$ cat config.mk
export PLATFORM = sky130hd
export DESIGN_NAME = fft_cmul_round_sat
export DESIGN_NICKNAME = d
export VERILOG_FILES = /design/src/rtl/fft_cmul_round_sat.sv
export SDC_FILE = /design/constraint.sdc
export NUM_CORES = 1
export LEC_CHECK = 0
export CAP_MARGIN = 20
export CORE_AREA = 2 2 148 150
export DETAILED_ROUTE_END_ITERATION = 8
export DIE_AREA = 0 0 150 152
export GPL_TIMING_DRIVEN = 0
export PLACE_DENSITY_LB_ADDON = 0.25
export SETUP_SLACK_MARGIN = 0.3
export SLEW_MARGIN = 15
export SYNTH_ARGS = -nofsm -noshare
export SYNTH_HDL_FRONTEND = slang
export SYNTH_SLANG_ARGS = --single-unit
$ cat constraint.sdc
create_clock -name clk -period 6.21 [get_ports clk]
set_input_delay 0.9315 -clock clk [delete_from_list [all_inputs] [get_ports clk]]
set_output_delay 0.9315 -clock clk [all_outputs]
set_load 0.02 [all_outputs]
$ cat src/rtl/fft_cmul_round_sat.sv
// Complex-multiply combine stage: re/im sums of twiddle partial products, round half up, saturate.
// Define FFT_CMUL_OVF_CNT_EN to build the saturation event counter on ovf_count.
module fft_cmul_round_sat #(
  parameter int PROD_WIDTH = 39,
  parameter int OUT_WIDTH  = 24,
  parameter int FRAC_SHIFT = 15
) (
  input  logic                        clk,
  input  logic                        reset,
  input  logic                        s_valid,
  output logic                        s_ready,
  input  logic                        s_last,
  input  logic signed [PROD_WIDTH-1:0] p_rr,
  input  logic signed [PROD_WIDTH-1:0] p_ii,
  input  logic signed [PROD_WIDTH-1:0] p_ri,
  input  logic signed [PROD_WIDTH-1:0] p_ir,
  output logic                        m_valid,
  input  logic                        m_ready,
  output logic                        m_last,
  output logic signed [OUT_WIDTH-1:0] m_re,
  output logic signed [OUT_WIDTH-1:0] m_im,
  output logic                        m_sat,
  output logic [15:0]                 ovf_count
);

  localparam int SW = PROD_WIDTH + 1;
  localparam int RW = SW + 1;
  localparam logic signed [RW-1:0] HALF = {{(RW-1){1'b0}}, 1'b1} << (FRAC_SHIFT - 1);
  localparam logic signed [RW-1:0] MAXV = {{(RW-OUT_WIDTH+1){1'b0}}, {(OUT_WIDTH-1){1'b1}}};
  localparam logic signed [RW-1:0] MINV = {{(RW-OUT_WIDTH+1){1'b1}}, {(OUT_WIDTH-1){1'b0}}};

  logic                        v1;
  logic                        v2;
  logic                        last1;
  logic                        en1;
  logic                        en2;
  logic signed [SW-1:0]        sr;
  logic signed [SW-1:0]        si;
  logic signed [OUT_WIDTH-1:0] re_n;
  logic signed [OUT_WIDTH-1:0] im_n;
  logic                        re_sat;
  logic                        im_sat;

  // Extra headroom bit keeps the rounding add from wrapping at the extremes.
  function automatic logic [OUT_WIDTH:0] round_sat(input logic signed [SW-1:0] x);
    logic signed [RW-1:0] w;
    logic [OUT_WIDTH:0]   res;
    w = $signed({x[SW-1], x}) + HALF;
    w = w >>> FRAC_SHIFT;
    if (w > MAXV)
      res = {1'b1, MAXV[OUT_WIDTH-1:0]};
    else if (w < MINV)
      res = {1'b1, MINV[OUT_WIDTH-1:0]};
    else
      res = {1'b0, w[OUT_WIDTH-1:0]};
    return res;
  endfunction

  assign en2     = !v2 || m_ready;
  assign en1     = !v1 || en2;
  assign s_ready = en1;
  assign m_valid = v2;

  always_comb begin
    {re_sat, re_n} = round_sat(sr);
    {im_sat, im_n} = round_sat(si);
  end

  always_ff @(posedge clk) begin
    if (reset) begin
      v1    <= 1'b0;
      last1 <= 1'b0;
      sr    <= '0;
      si    <= '0;
    end else if (en1) begin
      v1 <= s_valid;
      if (s_valid) begin
        sr    <= $signed({p_rr[PROD_WIDTH-1], p_rr}) - $signed({p_ii[PROD_WIDTH-1], p_ii});
        si    <= $signed({p_ri[PROD_WIDTH-1], p_ri}) + $signed({p_ir[PROD_WIDTH-1], p_ir});
        last1 <= s_last;
      end
    end
  end

  always_ff @(posedge clk) begin
    if (reset) begin
      v2     <= 1'b0;
      m_last <= 1'b0;
      m_sat  <= 1'b0;
      m_re   <= '0;
      m_im   <= '0;
    end else if (en2) begin
      v2 <= v1;
      if (v1) begin
        m_re   <= re_n;
        m_im   <= im_n;
        m_sat  <= re_sat || im_sat;
        m_last <= last1;
      end
    end
  end

`ifdef FFT_CMUL_OVF_CNT_EN
  // Counts saturated outputs actually delivered downstream; sticks at all-ones.
  always_ff @(posedge clk) begin
    if (reset)
      ovf_count <= '0;
    else if (v2 && m_ready && m_sat && (ovf_count != 16'hFFFF))
      ovf_count <= ovf_count + 16'd1;
  end
`else
  assign ovf_count = '0;
`endif

endmodule

Word level (Yosys, flattened, before mapping)

Index checks and enable logic that the tools add are counted.

Add/subtract/negate cells: 4
$mul: 0
Div/mod/pow operators: 0
Magnitude comparators: 4
Equality and inequality tests: 0
Shift operators: 0
Multiplexer cells: 4
Bitwise gates (word level): 0
Reduce and logical (&&, ||, !) cells: 7

Operator list:

| cell                     | count |
|---|---|
| $mux W25                 | 4 |
| $add A40 B16 Y41 const B | 2 |
| $gt A26 B24 Y1 const B   | 2 |
| $lt A26 B24 Y1 const B   | 2 |
| $add A39 B39 Y40         | 1 |
| $sub A39 B39 Y40         | 1 |
| $reduce_and A2 Y1        | 2 |
| $logic_or A1 B1 Y1       | 3 |
| $logic_not A1 Y1         | 2 |

Bits in registers: 133
Bits in latches: 0
Bits in writable memories: 0
ROM bits: 0
Input bits: 161
Memories: 0

Logic depth before layout (Yosys ltp)

Depth in word-level cells: 5
Depth in mapped cells: 12

Worst setup path before layout

OpenSTA, ideal clock, no wires.

Kind: in2reg
Start point: in p_ii[22]
End point: reg sr[39]
Setup time: 0.117 ns
Arrival: 3.065 ns
Path slack: 3.028 ns
Cell stages on the path: 11
Path through: inv_1 -> ha_1 -> nand3_1 -> nor4_4 -> nand3_1 -> o311ai_1 -> nor2_4 -> o31ai_4 -> a31o_4 -> nand2_1 -> a32o_1

Cells in the longest elaborated chain, start to end: 1

Ends and longest elaborated chain:

| item                 | RTL line | source |
|---|---|---|
| from (decl)          | 14       | `input logic signed [PROD_WIDTH-1:0] p_ii,` |
| $sub A39 B39 Y40     | 78       | `sr <= $signed({p_rr[PROD_WIDTH-1], p_rr}) - $signed({p_ii[PROD_WIDTH-1], p_ii});` |
| to (signal assigned) | 78       |  |
| to (decl)            | 37       | `logic signed [SW-1:0] sr;` |

Every way passes these cells.
A chain may end at the register's enable or synchronous reset.

Final worst setup path

Same ends and word-level chain as after synthesis.

==> metrics.csv <==
metric,value,unit
hold_viol_final,0,
dp_hpwl,20000,um
power.density,198,nW/um2
vias_per_cell,5.23,
synth.avg_cell_area,7.70,um2
grt_use_met2,32.7,%
num_vias,8358,
cts_tree,built,
row_count,54,
synth_adder_area_share,12.1,%
drt-pass1-iter-count,5,
synthCells,1077,
drive_above_1_share,5.91,%
dieArea,22800,um2
ant_nets,0,
htreeDepth,3,
clk_pin_slew,0.07,ns
slew_headroom,47.7,%
synth.area.mux_share,0.121,%
grt_pass1_vias,7879,
path_common_cell,nand3_1,
cap_violations,0,
synth.ff_latch_count,105,
cpPeakStageDelay,0.46,ns
busiest_layer,met2,
drt-initial-drc-count,468,
cp_slowest_cell,clkdlybuf4s50_1,
dieWidth,150,um
crit_family,compound AO/OA/AOI/OAI gates,
pwr-share-clk,29.9,%
p_seq_share,36.5,%
status,finished clean,
clock-sinks,105,
cts_setup_buffers,0,
cp.buffers_inverters,2,
synthArstFlopShare,0,%
cp-start-kind,input pin,
switching_share,32.1,%
min_period_over_period,58.3,%
syn_to_final_growth,34.6,%
fin_crit,3.62,ns
critPathArrivalTime,3.87,ns
antenna_found_initial,0,
layout_commonest_cell,clkdlybuf4s50_1,
grt_pass1_wl,38900,um
yosysUniqueCellTypes,77,
setup_violations,0,
drt-wirelength-per-cell,14.8,um
pin_count,229,
post-route-util,52.3,%
skew,0.00890,ns
ys.flop_type,dfxtp_1,
root_buffer,clkbuf_16,
path_class,input pin to flop,
place.gp.congestion,0.863,
p_sw,0.708,mW
synth_top_family_by_area,compound AO/OA/AOI/OAI gates,
drc,0,
die_h,152,um
gr-usage-met1,29.1,%
drt-total-wl,23700,um
crit_path_max_fanout,7,
fin_nets,1555,
num_antenna_cells,0,
crit_path_end_kind,flop,
fin_total_pwr,2.21,mW
min_path_type,flop to flop,
seq_area_frac_synth,25.3,%
slew_viol_final,0,
numCtsBuffers,9,
p_leak,4.49,nW
grt_setup_unrepaired,false,
max_freq,276,MHz
synth_edf_count,0,
syn-cell-area,8300,um2
final_cell_mix,"clkdlybuf4s50_1, nor2_1, nand2_1, dfxtp_1",
grt_max_degree,18,
synth-xor-area-share,8.66,%
start_util,38.9,%
coreArea,21400,um2
grt-ovfl-total,0,
intPower,1.50,mW
cts.hold.buffers_added,0,
cts_buffer_depth,2,
portBuffers,211,
yosys.area_share.simple,22.6,%
crit_chain,"clkdlybuf4s50_1, inv_1, ha_1, nand3_1, nor4_4, nand3_1, o311ai_1, nor2_4, o31ai_4, a31o_4, nand2_1, a32o_1",
setup_tns,0,ns
clk_latency,0.35,ns
worstMarginPinSlew,0.774,ns
irDropWorstVdd,0.128,mV
track_usage,20.7,%
synth_compound_area_share,25.0,%
met3_usage,3.93,%
ys_warn_count,0,
required,6.46,ns
combPwrFrac,33.6,%
cts_resized,0,
final timing paths:
path,end,slack [ns],cells past startpoint,from
worst max-delay path,sr[39],2.59,12,p_ii[22]
worst min-delay path,m_last,0.46,2,last1
worst max register to register,m_im[21],3.47,12,si[14]
worst min register to register,m_last,0.46,2,last1
power by group through the flow:
stage	sequential (mW)	combinational [mW]	clock, mW
floorplan	0.830	0.443	0
global placement	0.818	0.729	0
detailed placement	0.820	0.737	0
CTS	0.805	0.740	0.668
global route	0.816	0.821	0.698
finish	0.806	0.741	0.660
cells in the mapped netlist (3+ instances only):
| cell type | number | area share (%) |
|---|---|---|
| buf_4 | 16 | 1.4 |
| o21bai_1 | 3 | 0.27 |
| a32o_1 | 5 | 0.60 |
| nand2_1 | 113 | 5.1 |
| a21oi_1 | 80 | 4.8 |
| nor2_1 | 122 | 5.5 |
| a32oi_1 | 3 | 0.32 |
| a21o_1 | 27 | 2.4 |
| o211ai_2 | 19 | 2.9 |
| o21ai_1 | 23 | 1.4 |
| nand3_1 | 41 | 2.5 |
| nor4_1 | 3 | 0.23 |
| or2_2 | 4 | 0.30 |
| o21ai_0 | 54 | 3.3 |
| and3_1 | 11 | 0.83 |
| nor2b_1 | 10 | 0.75 |
| a31oi_1 | 16 | 1.2 |
| xor2_1 | 51 | 5.4 |
| a211oi_1 | 5 | 0.45 |
| buf_1 | 3 | 0.14 |
| a311oi_1 | 4 | 0.42 |
| xnor2_1 | 31 | 3.3 |
| nand4_1 | 21 | 1.6 |
| nand2b_1 | 5 | 0.38 |
| or3_1 | 6 | 0.45 |
| inv_1 | 53 | 2.4 |
| dfxtp_1 | 105 | 25 |
| and2_1 | 7 | 0.53 |
| a22o_1 | 5 | 0.53 |
| clkbuf_1 | 29 | 1.3 |
| buf_6 | 5 | 0.68 |
| nor4b_1 | 4 | 0.42 |
| o22ai_1 | 24 | 1.8 |
| and4_1 | 10 | 1.1 |
| o31ai_1 | 4 | 0.36 |
| o211ai_1 | 11 | 1.0 |
| ha_1 | 80 | 12 |
| nor3_1 | 17 | 1.0 |
worst min-delay path: stages (launching register included):
cell     delay [ns]
dfxtp_1        0.32
nand2_1        0.05
a21oi_1        0.05
stage by stage:
step | setup slack [ns] | cells | hold slack (ns) | area [um2]
after floorplan | 3.03 | 1092 | 0.432 | 8350
after global placement | 2.27 | 1583 | 0.446 | 10800
after detailed placement | 2.20 | 1583 | 0.450 | 10800
after CTS | 2.57 | 1599 | 0.460 | 11200
after global routing | 2.38 | 1599 | 0.492 | 11200
final | 2.59 | 1599 | 0.457 | 11200
registers in the layout (all words and copies together), names as in the netlist:
register and cells:
si 26, sr 26, m_im 24, m_re 24
last1 1, m_last 1, m_sat 1, m_valid 1
v1 1
per-layer routing:
metal | vias up | routed length [um]
li1 | 4342 | -
met4 | 0 | 321
met1 | 3751 | 11500
met3 | 21 | 1540
met5 | - | 0
met2 | 244 | 10300
final cells by class:
type	count	area, um2
Fill cell	2103	10200
Multi-Input combinational cell	878	5740
Timing Repair Buffer	211	2110
Sequential cell	105	2100
Tap cell	280	350
Buffer	55	307
Clock buffer	10	239
Inverter	54	203
Clock inverter	6	113
cell families (layout without fill, tap and decap cells):
family / after synthesis / in the layout
compound gates: 310 / 310
xor+xnor: 82 / 82
fa+ha+maj: 80 / 80
buf+inv: 109 / 336
flops: 105 / 105
mux: 1 / 1
other cells: 1 / 16
simple gates: 389 / 389
No activity file was read; power rests on OpenSTA's default activity.
